===== src/rtl/idex_hazard_ctrl.sv =====
// Pipeline hazard controller: stage enables and flushes for memory waits,
// load-use stalls, fetch misses, EX redirects and halt, plus a stall-cycle counter.
module idex_hazard_ctrl (
    input  logic        CLK,
    input  logic        nRST,
    input  logic        ihit,
    input  logic        dhit,
    input  logic        exmem_dmem,
    input  logic        idex_dREN,
    input  logic [4:0]  idex_rt,
    input  logic [4:0]  ifid_rs,
    input  logic [4:0]  ifid_rt,
    input  logic        ifid_uses_rt,
    input  logic        ex_redirect,
    input  logic        exmem_halt,
    output logic        pc_en,
    output logic        ifid_en,
    output logic        idex_en,
    output logic        exmem_en,
    output logic        ifid_flush,
    output logic        idex_flush,
    output logic        halted,
    output logic [31:0] stall_count,
    output logic [1:0]  fsm_state
);

    typedef enum logic [1:0] {
        RUN      = 2'd0,
        MEM_WAIT = 2'd1,
        LU_STALL = 2'd2,
        HALTED   = 2'd3
    } state_t;

    state_t state;
    state_t next_state;
    state_t eff_state;
    logic   lu_hit;

    // During the reset cycle the outputs behave as RUN, so a pending halt,
    // wait or load-use suppression cannot leak into that cycle.
    always_comb begin
        eff_state = nRST ? state : RUN;
    end

    always_comb begin
        lu_hit = idex_dREN && (idex_rt != 5'd0) &&
                 ((ifid_rs == idex_rt) || (ifid_uses_rt && (ifid_rt == idex_rt)));
    end

    always_comb begin
        pc_en      = 1'b1;
        ifid_en    = 1'b1;
        idex_en    = 1'b1;
        exmem_en   = 1'b1;
        ifid_flush = 1'b0;
        idex_flush = 1'b0;
        next_state = RUN;
        if (eff_state == HALTED) begin
            pc_en      = 1'b0;
            ifid_en    = 1'b0;
            idex_en    = 1'b0;
            exmem_en   = 1'b0;
            next_state = HALTED;
        end else if (exmem_dmem && !dhit) begin
            pc_en      = 1'b0;
            ifid_en    = 1'b0;
            idex_en    = 1'b0;
            exmem_en   = 1'b0;
            next_state = MEM_WAIT;
        end else begin
            if (ex_redirect) begin
                ifid_flush = 1'b1;
                idex_flush = 1'b1;
            end else if ((eff_state != LU_STALL) && lu_hit) begin
                pc_en      = 1'b0;
                ifid_en    = 1'b0;
                idex_flush = 1'b1;
                next_state = LU_STALL;
            end else if (!ihit) begin
                pc_en      = 1'b0;
                ifid_flush = 1'b1;
            end
            // Halt only steers the next state; this cycle's outputs stand.
            if (exmem_halt) begin
                next_state = HALTED;
            end
        end
    end

    always_ff @(posedge CLK) begin
        if (!nRST) begin
            state  <= RUN;
            halted <= 1'b0;
        end else begin
            state  <= next_state;
            halted <= (next_state == HALTED);
        end
    end

    always_ff @(posedge CLK) begin
        if (!nRST) begin
            stall_count <= 32'd0;
        end else if ((state != HALTED) && !pc_en && (stall_count != 32'hFFFF_FFFF)) begin
            stall_count <= stall_count + 32'd1;
        end
    end

    assign fsm_state = state;

endmodule


===== config.mk =====
export PLATFORM = sky130hd
export DESIGN_NAME = idex_hazard_ctrl
export DESIGN_NICKNAME = d
export VERILOG_FILES = /design/src/rtl/idex_hazard_ctrl.sv
export SDC_FILE = /design/constraint.sdc
export NUM_CORES = 1
export LEC_CHECK = 0
export ABC_CLOCK_PERIOD_IN_PS = 2800
export CORE_MARGIN = 3
export CORE_UTILIZATION = 45
export CTS_CLUSTER_SIZE = 16
export DETAILED_ROUTE_END_ITERATION = 10
export GPL_TIMING_DRIVEN = 0
export MAX_ROUTING_LAYER = met4
export PLACE_DENSITY = 0.85
export SYNTH_ARGS = -nofsm -noshare
export SYNTH_HDL_FRONTEND = slang
export SYNTH_SLANG_ARGS = --single-unit

===== constraint.sdc =====
create_clock -name CLK -period 2.8 [get_ports CLK]
set_clock_uncertainty 0.05 [all_clocks]
set_input_delay 0.56 -clock CLK [delete_from_list [all_inputs] [get_ports CLK]]
set_output_delay 0.56 -clock CLK [all_outputs]
set_load 0.005 [all_outputs]

==> PnR_summary.wiki, run 1 <==
{| class="wikitable"
! Metric !! Value
|-
| Pleak || 1.02 nW
|-
| Worst hold margin || 455 ps
|-
| Sequential area share after synthesis || 34.5%
|-
| Startpoint-to-endpoint class of the critical path || input port to primary output
|-
| Sink Count || 35
|-
| Detailed-route wire length || 6050 µm
|-
| Switching share of power || 24.6%
|-
| Number of rows created at floorplan || 23
|-
| Synthesized Nets || 270
|-
| Switching component of the power || 0.288 mW
|-
| Launching point of the worst reg2reg path || stall_count[14]$_SDFFE_PN0P_
|-
| Starting density of the core || 48.6%
|-
| Reg-to-reg setup timing slack || 270 ps
|-
| Detailed-route wire length per cell || 16.1 µm
|-
| Total of buffers placed on input and output ports || 64
|-
| Inst Count DP || 359
|-
| Wire length of the first global-routing pass || 9710 µm
|-
| Die height || 73.1 µm
|-
| Most used cells in the layout excluding fill and tap cells || sky130_fd_sc_hd__clkdlybuf4s50_1 (50), sky130_fd_sc_hd__dfxtp_1 (35), sky130_fd_sc_hd__nand2_1 (24)
|-
| Setup TNS after final layout || 0 ps
|-
| Insertion delay of the later-clocked pin in the worst-skew pair || 290 ps
|-
| Leftover overflow at the end of global routing || 0
|-
| Dominant cells by area after synthesis || sky130_fd_sc_hd__dfxtp_1 (35%), sky130_fd_sc_hd__a21oi_1 (6.4%), sky130_fd_sc_hd__or4_1 (5.6%)
|-
| Placed Area || 0.00273 mm²
|-
| Clock Root Buffer || sky130_fd_sc_hd__clkbuf_8
|-
| Final layout net count || 351
|-
| Synth Warn # || 0
|-
| Fraction of synthesized cell area taken by the top area cell type || 34.5%
|-
| Largest stage delay, worst path || 500 ps
|-
| Area of the core || 0.00417 mm²
|-
| Number of cells traversed by the worst register-to-register path || 8
|-
| Placement Setup Slack || -581 ps
|-
| Number of antenna diodes || 0
|-
| Htree depth || 2
|-
| Detailed-routing iteration count for the pre-antenna-repair pass || 4
|-
| Worst Max-Slew Pin Slew || 535 ps
|-
| Clock-pin slew of the registers on the worst-case setup and hold paths || 70 ps
|-
| Residual antenna-violating net count after detailed routing || 0
|-
| Max Buffers Root-to-Sink || 2
|-
| Final weighted congestion of routability-driven global placement || 0.878
|-
| Biggest area consumer among synthesized cells || sky130_fd_sc_hd__dfxtp_1
|-
| Die Footprint || 0.00535 mm²
|-
| Run status || completed
|-
| I/O pin count || 65
|-
| Final hold violation count || 0
|-
| Via count of the first global-routing pass || 2137
|-
| Power share of the sequential group || 43.4%
|-
| Max_cap viols || 0
|-
| Slowest cell on the critical path || sky130_fd_sc_hd__clkdlybuf4s50_1
|-
| Number of flops mapped to enable cells by yosys || 0
|-
| Max Fclk || 361 MHz
|-
| Capture instance of the worst register-to-register path || stall_count[1]$_SDFFE_PN0P_
|-
| Overall Power || 1.17 mW
|-
| Drt first-iter violations || 188
|-
| Number of unique standard cell types used by synthesis || 42
|-
| Via density per instance || 5.92
|-
| Final routed DRC violation total || 0
|-
| HPWL after detailed placement || 4050 µm
|-
| Final setup violation count || 0
|-
| Comb power frac || 15.7%
|-
| Netlist area before placement || 0.00203 mm²
|-
| Post-Syn Area per Cell || 8.28 µm²
|-
| Final cycle utilization of the critical path || 99.1%
|-
| Most common cell after layout, fill and taps aside || sky130_fd_sc_hd__clkdlybuf4s50_1
|-
| Layout overhead on the synthesized area || 45.8%
|-
| Chip Width || 73.1 µm
|-
| Cell Count, Final, Fillers Out || 377
|-
| Final cell area excluding filler cells || 0.00296 mm²
|-
| Fin util || 70.9%
|-
| Type of the most critical hold path || register to register
|-
| Flip-flop cell with the highest count after synthesis || sky130_fd_sc_hd__dfxtp_1
|-
| Peak supply drop || 0.299 mV
|-
| Critical path endpoint || pc_en
|-
| Startpoint of the most critical setup path || ifid_rt[4]
|-
| CP startpoint kind || input port
|-
| Critical Path AT || 2160 ps
|-
| TritonCTS buffer count || 5
|-
| Number of antenna violations at the first check in global routing || 0
|-
| Total Routing Usage GR || 23.5%
|-
| Share of final-layout standard cells stronger than drive strength 1 || 14.7%
|-
| Cell count after synthesis || 245
|-
| Proportion of power drawn by the clock network || 40.9%
|-
| Asr flop ratio synth || 0%
|-
| Minimum clock period after layout || 2770 ps
|-
| DR vias || 2231
|-
| Hold Buf Count CTS || 0
|-
| Pins Over Slew Limit || 0
|-
| Flip-flop and latch count after synthesis || 35
|-
| Endpoint required time on the critical path || 2190 ps
|-
| Crit end category || primary output
|-
| Ordered list of cells on the worst path || clkdlybuf4s50_1 -> xnor2_1 -> nand4_1 -> o22ai_2 -> nand2b_4 -> buf_4 -> a21oi_2 -> nor2_1 -> buf_2
|-
| Largest fanout on the critical path || 3
|-
| Cell internal pwr || 0.883 mW
|-
| Pwr dens || 396 mW/mm²
|-
| Maximum number of pins on one net before global-route repair || 12
|-
| Worst Setup Slack, final || 26.2 ps
|-
| TritonCTS clock tree || built
|-
| Relative slew margins || 64.4%
|}
[synth_stat cells (5+ instances only)]
library cell	instances
sky130_fd_sc_hd__or4_1	15
sky130_fd_sc_hd__or3_1	13
sky130_fd_sc_hd__inv_1	6
sky130_fd_sc_hd__o21ai_1	10
sky130_fd_sc_hd__nand2b_1	8
sky130_fd_sc_hd__o31ai_1	11
sky130_fd_sc_hd__nand2_1	24
sky130_fd_sc_hd__o211ai_1	5
sky130_fd_sc_hd__a21oi_1	26
sky130_fd_sc_hd__and3_1	6
sky130_fd_sc_hd__dfxtp_1	35
sky130_fd_sc_hd__clkbuf_1	5
sky130_fd_sc_hd__nand4_1	5
sky130_fd_sc_hd__nand3_1	16
sky130_fd_sc_hd__nor2_1	11
sky130_fd_sc_hd__xnor2_1	10
[critical path, delay by kind of cell]
family,cells,cell delay [ps]
xor gates and xnor gates,1,150
buffers and inverters,3,780
and+or+nand+nor,3,320
AOI/OAI and AO/OA,2,360
[power by group through the flow]
stage               Clock [mW]  Combinational, mW  Sequential [mW]
global placement             0              0.161            0.520
floorplan                    0             0.0809            0.520
CTS                      0.482              0.175            0.509
finish                   0.479              0.183            0.509
detailed placement           0              0.164            0.520
global route             0.511              0.196            0.510
[per-layer routing]
metal / part of all wire [%] / GRT usage [%]
met1: 43 / 29.2
met2: 50 / 36.8
met3: 5.8 / 5.10
met4: 1.5 / 9.43
met5: 0 / -
[cells by family after synthesis]
family                   synth area share, %
flip-flops                              34.5
adder cells (fa/ha/maj)                0.617
multiplexers                            1.97
AND/OR/NAND/NOR                         33.1
XOR/XNOR                                5.18
buffers and inverters                   5.00
AO/OA/AOI/OAI                           19.6
[final cells by class]
| type | instances | area (µm²) |
|---|---|---|
| Timing Repair Buffer | 74 | 687 |
| Fill cell | 331 | 1220 |
| Buffer | 11 | 78.8 |
| Multi-Input combinational cell | 193 | 1290 |
| Clock buffer | 6 | 82.6 |
| Sequential cell | 35 | 701 |
| Inverter | 6 | 22.5 |
| Clock inverter | 2 | 35.0 |
| Tap cell | 50 | 62.6 |
[state kept, by name, indices dropped and copies added, names as in the netlist]
| signal | flops |
|---|---|
| fsm_state | 2 |
| halted | 1 |
| stall_count | 32 |
[how the worst min path moves through the flow]
stage,cells past startpoint,from,to
floorplan,2,stall_count[30]$_SDFFE_PN0P_,stall_count[30]$_SDFFE_PN0P_
global placement,2,stall_count[23]$_SDFFE_PN0P_,stall_count[23]$_SDFFE_PN0P_
detailed placement,2,stall_count[19]$_SDFFE_PN0P_,stall_count[19]$_SDFFE_PN0P_
CTS,2,stall_count[23]$_SDFFE_PN0P_,stall_count[23]$_SDFFE_PN0P_
global route,2,stall_count[23]$_SDFFE_PN0P_,stall_count[23]$_SDFFE_PN0P_
finish,2,stall_count[23]$_SDFFE_PN0P_,stall_count[23]$_SDFFE_PN0P_
[timing repair]
item	CTS	global route
endpoints found under the hold margin	0	0
setup endpoints to repair	5	27
gates resized for setup	21	19
cloned	0	1
pin swaps	11	13
setup buffers	8	1
Power figures use the tool's default switching activity.
==> run 2, diff against run 1 <==
ABC_CLOCK_PERIOD_IN_PS = 2700   (was 2800)
SLEW_MARGIN = 20   (was unset)
clock period = 2.7 ns   (was 2.8 ns; I/O delays follow)
==> run 2 against run 1 <==
Die area did not move. Utilization rose by 1.9 points. Worst setup slack improved by 43 ps. Worst hold slack barely moved. Sequential power rose by 4%. Cell count rose by 0.53%. Critical endpoint is now ifid_flush. Non-clock buffer count rose by 2.
==> PnR_summary.wiki, run 2 (same netlist as run 1, synthesis figures left out) <==
{| class="wikitable"
! Metric !! Value
|-
| Most common cell after layout, fill and taps aside || sky130_fd_sc_hd__clkdlybuf4s50_1 (unchanged)
|-
| Leftover overflow at the end of global routing || 0 (unchanged)
|-
| Share of final-layout standard cells stronger than drive strength 1 || 18.8% (was 14.7%)
|-
| Wire length of the first global-routing pass || 9870 µm (was 9710 µm)
|-
| Clock Root Buffer || sky130_fd_sc_hd__clkbuf_8 (unchanged)
|-
| Startpoint-to-endpoint class of the critical path || input port to primary output (unchanged)
|-
| Startpoint of the most critical setup path || idex_rt[2] (was ifid_rt[4])
|-
| Fill cell count || 309 (was 331)
|-
| Final setup violation count || 0 (unchanged)
|-
| Minimum clock period after layout || 2630 ps
|-
| Fin util || 72.8% (was 70.9%)
|-
| Die Footprint || 0.00535 mm² (unchanged)
|-
| Total Routing Usage GR || 23.8% (was 23.5%)
|-
| Peak supply drop || 0.325 mV (was 0.299 mV)
|-
| Pins Over Slew Limit || 0 (unchanged)
|-
| TritonCTS buffer count || 5 (unchanged)
|-
| Pwr dens || 405 mW/mm² (was 396 mW/mm²)
|-
| Number of antenna violations at the first check in global routing || 0 (unchanged)
|-
| Capture instance of the worst register-to-register path || stall_count[1]$_SDFFE_PN0P_ (unchanged)
|-
| Final routed DRC violation total || 0 (unchanged)
|-
| Sequential cell area || 701 µm² (unchanged)
|-
| Most used cells in the layout excluding fill and tap cells || sky130_fd_sc_hd__clkdlybuf4s50_1 (47), sky130_fd_sc_hd__dfxtp_1 (35), sky130_fd_sc_hd__nand2_1 (24) (was sky130_fd_sc_hd__clkdlybuf4s50_1 (50), sky130_fd_sc_hd__dfxtp_1 (35), sky130_fd_sc_hd__nand2_1 (24))
|-
| Drt first-iter violations || 153 (was 188)
|-
| Run status || completed (unchanged)
|-
| Endpoint required time on the critical path || 2110 ps (was 2190 ps)
|-
| Via count of the first global-routing pass || 2155 (was 2137)
|-
| Max_cap viols || 0 (unchanged)
|-
| Reg-to-reg setup timing slack || 150 ps (was 270 ps)
|-
| Insertion delay of the later-clocked pin in the worst-skew pair || 300 ps (was 290 ps)
|-
| DR vias || 2220 (was 2231)
|-
| Detailed-route wire length per cell || 16.5 µm (was 16.1 µm)
|-
| Layout overhead on the synthesized area || 49.8% (was 45.8%)
|-
| Sink Count || 35 (unchanged)
|-
| Area of the core || 0.00417 mm² (unchanged)
|-
| Crit end category || primary output (unchanged)
|-
| Register bank with the most flops || stall_count (unchanged)
|-
| Launching point of the worst reg2reg path || stall_count[14]$_SDFFE_PN0P_ (unchanged)
|-
| Relative slew margins || 62.0% (was 64.4%)
|-
| Number of cells traversed by the worst register-to-register path || 8 (unchanged)
|-
| Final cycle utilization of the critical path || 97.4%
|-
| Final hold violation count || 0 (unchanged)
|-
| Area used by multi-input combinational logic || 0.00134 mm² (was 0.00129 mm²)
|-
| Worst hold margin || 456 ps (was 455 ps)
|-
| Number of antenna diodes || 0 (unchanged)
|-
| Pleak || 1.09 nW (was 1.02 nW)
|-
| Number of flip-flops under the largest register name || 32 (unchanged)
|-
| Htree depth || 2 (unchanged)
|-
| Type of the most critical hold path || register to register (unchanged)
|-
| Detailed-routing iteration count for the pre-antenna-repair pass || 4 (unchanged)
|-
| CP startpoint kind || input port (unchanged)
|-
| TritonCTS clock tree || built (unchanged)
|-
| Clock-pin slew of the registers on the worst-case setup and hold paths || 70 ps (about the same)
|-
| Detailed-route wire length || 6260 µm (was 6050 µm)
|-
| Total of buffers placed on input and output ports || 64 (unchanged)
|-
| Critical path endpoint || ifid_flush (was pc_en)
|-
| Final weighted congestion of routability-driven global placement || 0.878 (unchanged)
|-
| Largest fanout on the critical path || 3 (unchanged)
|-
| Maximum number of pins on one net before global-route repair || 12 (unchanged)
|-
| Starting density of the core || 48.6% (unchanged)
|-
| Chip Width || 73.1 µm (unchanged)
|-
| HPWL after detailed placement || 4050 µm (unchanged)
|-
| Residual antenna-violating net count after detailed routing || 0 (unchanged)
|-
| Worst Max-Slew Pin Slew || 569 ps (was 535 ps)
|-
| Hold Buf Count CTS || 0 (unchanged)
|-
| Final layout net count || 353 (was 351)
|-
| Number of rows created at floorplan || 23 (unchanged)
|-
| Critical Path AT || 2040 ps (was 2160 ps)
|-
| I/O pin count || 65 (unchanged)
|-
| Die height || 73.1 µm (unchanged)
|-
| Via density per instance || 5.86 (was 5.92)
|-
| Max Buffers Root-to-Sink || 2 (unchanged)
|-
| Max Fclk || 380 MHz
|}
run 2: cell count changes in the layout (fill, tap and decap cells not counted), sizes merged:
cell,delta
buf,+5
dlymetal6s2s,+4
clkdlybuf4s50,-3
clkbuf,-2
dlygate4sd2,-2
run 2: final cells by class:
| class | count | area share, % |
|---|---|---|
| buffer | 11 | 2.59 |
| clock buffer | 6 | 2.72 |
| clock inverter | 2 | 1.15 |
| inverter | 6 | 0.741 |
| multi-input combinational | 193 | 44.2 |
| sequential | 35 | 23.1 |
| tap | 50 | 2.06 |
| timing repair buffer | 76 | 23.5 |
run 2: layer usage:
| metal | up-vias | global-route usage [%] | share of wire (%) |
|---|---|---|---|
| met3 | 10 | 5.10 | 4.9 |
| met2 | 66 | 38.1 | 50 |
| li1 | 1086 | - | - |
| met5 | - | - | 0 |
| met1 | 1058 | 29.2 | 43 |
| met4 | 0 | 8.81 | 1.3 |
run 2: stage by stage:
| step | setup TNS (ps) | worst slack [ps] | power [mW] | area [µm²] | std cells |
|---|---|---|---|---|---|
| 5_1_grt | -28.0 | -28.0 | 1.27 | 3040 | 379 |
| 2_1_floorplan | 0 | 468 | 0.623 | 2030 | 245 |
| 3_5_place_dp | -7620 | -641 | 0.710 | 2730 | 359 |
| 3_3_place_gp | -6180 | -597 | 0.706 | 2730 | 359 |
| 6_report | 0 | 68.9 | 1.23 | 3040 | 379 |
| 4_1_cts | 0 | 2.98 | 1.21 | 2940 | 377 |
run 2: worst min path at each step:
stage                                             from                           end  slack, ps  cells past startpoint
after CTS                 stall_count[23]$_SDFFE_PN0P_  stall_count[23]$_SDFFE_PN0P_        450                      2
after global routing      stall_count[23]$_SDFFE_PN0P_  stall_count[23]$_SDFFE_PN0P_        480                      2
final                     stall_count[19]$_SDFFE_PN0P_  stall_count[19]$_SDFFE_PN0P_        460                      2
after detailed placement  stall_count[19]$_SDFFE_PN0P_  stall_count[19]$_SDFFE_PN0P_        440                      2
after floorplan           stall_count[30]$_SDFFE_PN0P_  stall_count[30]$_SDFFE_PN0P_        430                      2
after global placement    stall_count[23]$_SDFFE_PN0P_  stall_count[23]$_SDFFE_PN0P_        430                      2
run 2: worst max-delay path, cell delays in order:
cell	delay (ps)
sky130_fd_sc_hd__buf_2	130
sky130_fd_sc_hd__or4_4	530
sky130_fd_sc_hd__o211ai_1	220
sky130_fd_sc_hd__nand2b_4	180
sky130_fd_sc_hd__buf_4	120
sky130_fd_sc_hd__nand2b_1	70
sky130_fd_sc_hd__a21oi_2	120
sky130_fd_sc_hd__buf_2	130
run 2: where the power goes:
group | internal, mW | switching [mW] | leakage (nW) | total [mW]
logic | 0.103 | 0.0983 | 0.741 | 0.201
registers | 0.521 | 0.00625 | 0.283 | 0.528
clock network | 0.299 | 0.204 | 0.0612 | 0.503
total | 0.923 | 0.308 | 1.09 | 1.23
run 2: repair_timing:
item / 4_1_cts / 5_1_grt
buffers inserted: 10 / 2
cloned: 1 / 0
pin swaps: 10 / 14
gates resized for setup: 29 / 32
setup endpoints to repair: 10 / 24
hold endpoints to repair: 0 / 0
==> run 3, diff against run 2 <==
ABC_CLOCK_PERIOD_IN_PS = 3310   (was 2700)
clock period = 3.31 ns   (was 2.7 ns; I/O delays follow)
==> run 3 against run 2 <==
First-iteration DRC count rose by 24%. Clock-buffer cell count did not move. Wire length fell by 7.9%. Clock power fell by 19%.
==> PnR_summary.wiki, run 3 (same netlist as run 1, synthesis figures left out) <==
{| class="wikitable"
! Metric !! Value
|-
| Sequential cell area || 701 µm² (unchanged)
|-
| TritonCTS buffer count || 5 (unchanged)
|-
| Pleak || 0.987 nW (was 1.09 nW)
|-
| Final routed DRC violation total || 0 (unchanged)
|-
| Max Fclk || 309 MHz
|-
| Setup TNS after final layout || 0 ps (unchanged)
|-
| Die height || 73.1 µm (unchanged)
|-
| Layout overhead on the synthesized area || 43.6% (was 49.8%)
|-
| Area used by multi-input combinational logic || 0.00127 mm² (was 0.00134 mm²)
|-
| Residual antenna-violating net count after detailed routing || 0 (unchanged)
|-
| Leftover overflow at the end of global routing || 0 (unchanged)
|-
| Overall Power || 0.983 mW (was 1.23 mW)
|-
| Run status || completed (unchanged)
|-
| Slowest cell on the critical path || sky130_fd_sc_hd__clkdlybuf4s50_1 (was sky130_fd_sc_hd__or4_4)
|-
| CP startpoint kind || input port (unchanged)
|-
| Final weighted congestion of routability-driven global placement || 0.878 (unchanged)
|-
| Final setup violation count || 0 (unchanged)
|-
| Die Footprint || 0.00535 mm² (unchanged)
|-
| Number of flip-flops under the largest register name || 32 (unchanged)
|-
| Max Buffers Root-to-Sink || 2 (unchanged)
|-
| Most used cells in the layout excluding fill and tap cells || sky130_fd_sc_hd__clkdlybuf4s50_1 (57), sky130_fd_sc_hd__dfxtp_1 (35), sky130_fd_sc_hd__a21oi_1 (26) (was sky130_fd_sc_hd__clkdlybuf4s50_1 (47), sky130_fd_sc_hd__dfxtp_1 (35), sky130_fd_sc_hd__nand2_1 (24))
|-
| Starting density of the core || 48.6% (unchanged)
|-
| Wire length of the first global-routing pass || 9470 µm (was 9870 µm)
|-
| Startpoint-to-endpoint class of the critical path || input port to primary output (unchanged)
|-
| Final layout net count || 344 (was 353)
|-
| DR vias || 2152 (was 2220)
|-
| Power share of the sequential group || 43.8% (was 42.8%)
|-
| Pins Over Slew Limit || 0 (unchanged)
|-
| Final cell area excluding filler cells || 0.00291 mm² (was 0.00304 mm²)
|-
| Endpoint required time on the critical path || 2600 ps (was 2110 ps)
|-
| Clock Root Buffer || sky130_fd_sc_hd__clkbuf_8 (unchanged)
|-
| Ordered list of cells on the worst path || clkdlybuf4s50_1 -> xnor2_1 -> nand4_1 -> o22ai_4 -> nand2b_4 -> buf_4 -> a21oi_1 -> clkdlybuf4s50_1 (was buf_2 -> or4_4 -> o211ai_1 -> nand2b_4 -> buf_4 -> nand2b_1 -> a21oi_2 -> buf_2)
|-
| Number of rows created at floorplan || 23 (unchanged)
|-
| Relative slew margins || 63.6% (was 62.0%)
|-
| Minimum clock period after layout || 3240 ps
|-
| Detailed-route wire length || 5760 µm (was 6260 µm)
|-
| Via count of the first global-routing pass || 2086 (was 2155)
|-
| Placed Area || 0.00273 mm² (unchanged)
|-
| Final cycle utilization of the critical path || 97.7%
|-
| Detailed-route wire length per cell || 15.6 µm (was 16.5 µm)
|-
| Worst Max-Slew Pin Slew || 545 ps (was 569 ps)
|-
| Fill cell count || 343 (was 309)
|-
| Total of buffers placed on input and output ports || 64 (unchanged)
|-
| Drt first-iter violations || 190 (was 153)
|-
| Maximum number of pins on one net before global-route repair || 12 (unchanged)
|-
| Critical Path AT || 2520 ps (was 2040 ps)
|-
| Htree depth || 2 (unchanged)
|-
| Register bank with the most flops || stall_count (unchanged)
|-
| Comb power frac || 14.9% (was 16.3%)
|-
| Startpoint of the most critical setup path || ifid_rt[2] (was idex_rt[2])
|-
| Worst hold margin || 456 ps (about the same)
|-
| HPWL after detailed placement || 4050 µm (unchanged)
|-
| Worst Setup Slack, final || 75.0 ps (was 68.9 ps)
|-
| Most common cell after layout, fill and taps aside || sky130_fd_sc_hd__clkdlybuf4s50_1 (unchanged)
|-
| Critical Path Most Common Cell || sky130_fd_sc_hd__clkdlybuf4s50_1 (was sky130_fd_sc_hd__buf_2)
|-
| I/O pin count || 65 (unchanged)
|-
| Final hold violation count || 0 (unchanged)
|-
| Switching share of power || 24.3% (was 25.0%)
|-
| Via density per instance || 5.82 (was 5.86)
|-
| Placement Setup Slack || -275 ps (was -641 ps)
|-
| Proportion of power drawn by the clock network || 41.3% (was 40.8%)
|-
| Hold Buf Count CTS || 0 (unchanged)
|-
| Insertion delay of the later-clocked pin in the worst-skew pair || 290 ps (was 300 ps)
|-
| Pwr dens || 338 mW/mm² (was 405 mW/mm²)
|-
| Type of the most critical hold path || register to register (unchanged)
|-
| Peak supply drop || 0.254 mV (was 0.325 mV)
|-
| Number of antenna diodes || 0 (unchanged)
|-
| Total Routing Usage GR || 22.7% (was 23.8%)
|-
| Switching component of the power || 0.238 mW (was 0.308 mW)
|-
| Sink Count || 35 (unchanged)
|-
| Chip Width || 73.1 µm (unchanged)
|-
| Cell internal pwr || 0.745 mW (was 0.923 mW)
|-
| Area of the core || 0.00417 mm² (unchanged)
|-
| Launching point of the worst reg2reg path || stall_count[14]$_SDFFE_PN0P_ (unchanged)
|-
| Clock-pin slew of the registers on the worst-case setup and hold paths || 70 ps (about the same)
|-
| Largest fanout on the critical path || 4 (was 3)
|-
| Max_cap viols || 0 (unchanged)
|-
| Largest stage delay, worst path || 520 ps (was 530 ps)
|-
| Crit end category || primary output (unchanged)
|-
| Detailed-routing iteration count for the pre-antenna-repair pass || 4 (unchanged)
|-
| Worst hold path startpoint || stall_count[23]$_SDFFE_PN0P_ (was stall_count[19]$_SDFFE_PN0P_)
|-
| Share of final-layout standard cells stronger than drive strength 1 || 9.69% (was 18.8%)
|-
| TritonCTS clock tree || built (unchanged)
|-
| Number of antenna violations at the first check in global routing || 0 (unchanged)
|}
-- run 3: changes by cell type in the layout (fill, tap and decap cells not counted), moves of 2 or more --
cell,before,now
sky130_fd_sc_hd__clkdlybuf4s50_1,47,57
sky130_fd_sc_hd__o31ai_2,5,0
sky130_fd_sc_hd__buf_4,12,4
sky130_fd_sc_hd__o31ai_1,6,11
sky130_fd_sc_hd__clkbuf_2,2,0
sky130_fd_sc_hd__dlygate4sd2_1,2,5
sky130_fd_sc_hd__a21oi_2,7,0
sky130_fd_sc_hd__buf_2,5,0
sky130_fd_sc_hd__or4_4,3,1
sky130_fd_sc_hd__a21oi_1,19,26
sky130_fd_sc_hd__or4_1,13,15
sky130_fd_sc_hd__dlymetal6s2s_1,7,2
-- run 3: final timing paths --
check	endpoint	slack, ps	cells after the start
max reg2reg	stall_count[1]$_SDFFE_PN0P_	820	8
min	stall_count[23]$_SDFFE_PN0P_	460	2
max	idex_flush	70	8
min reg2reg	stall_count[23]$_SDFFE_PN0P_	460	2
-- run 3: layout make-up --
| type | count | area share, % |
|---|---|---|
| Timing Repair Buffer | 67 | 22.7 |
| Inverter | 6 | 0.774 |
| Buffer | 11 | 2.71 |
| Clock buffer | 6 | 2.84 |
| Multi-Input combinational cell | 193 | 43.5 |
| Sequential cell | 35 | 24.1 |
| Clock inverter | 2 | 1.20 |
| Tap cell | 50 | 2.15 |
-- run 3: critical path, delay by kind of cell --
family                    cells  cell delay (ps)
AOI/OAI and AO/OA             2              300
xor gates and xnor gates      1              130
buffers and inverters         3             1150
and+or+nand+nor               2              270
-- run 3: power groups by stage --
stage	logic [mW]	registers, mW	clock network [mW]
floorplan	0.0684	0.440	0
global placement	0.136	0.440	0
detailed placement	0.139	0.440	0
CTS	0.141	0.430	0.408
global route	0.158	0.431	0.428
finish	0.146	0.430	0.406
-- run 3: what timing repair did --
item,CTS,global route
gates resized for setup,7,6
endpoints found under the setup margin,4,3
pin swaps,1,4
buffers inserted,2,1
-- run 3: metrics by stage --
step / util (%) / cells
2_1_floorplan: - / 245
3_3_place_gp: 65.5 / 359
3_5_place_dp: 65.5 / 359
4_1_cts: 68.8 / 369
5_1_grt: 69.8 / 370
6_report: 69.8 / 370
-- run 3: metal layers --
layer / vias up / wire, µm / track usage [%]
li1: 1069 / - / -
met3: 11 / 228 / 3.72
met4: 0 / 88 / 9.43
met2: 55 / 2940 / 36.1
met5: - / 0 / -
met1: 1017 / 2510 / 28.4
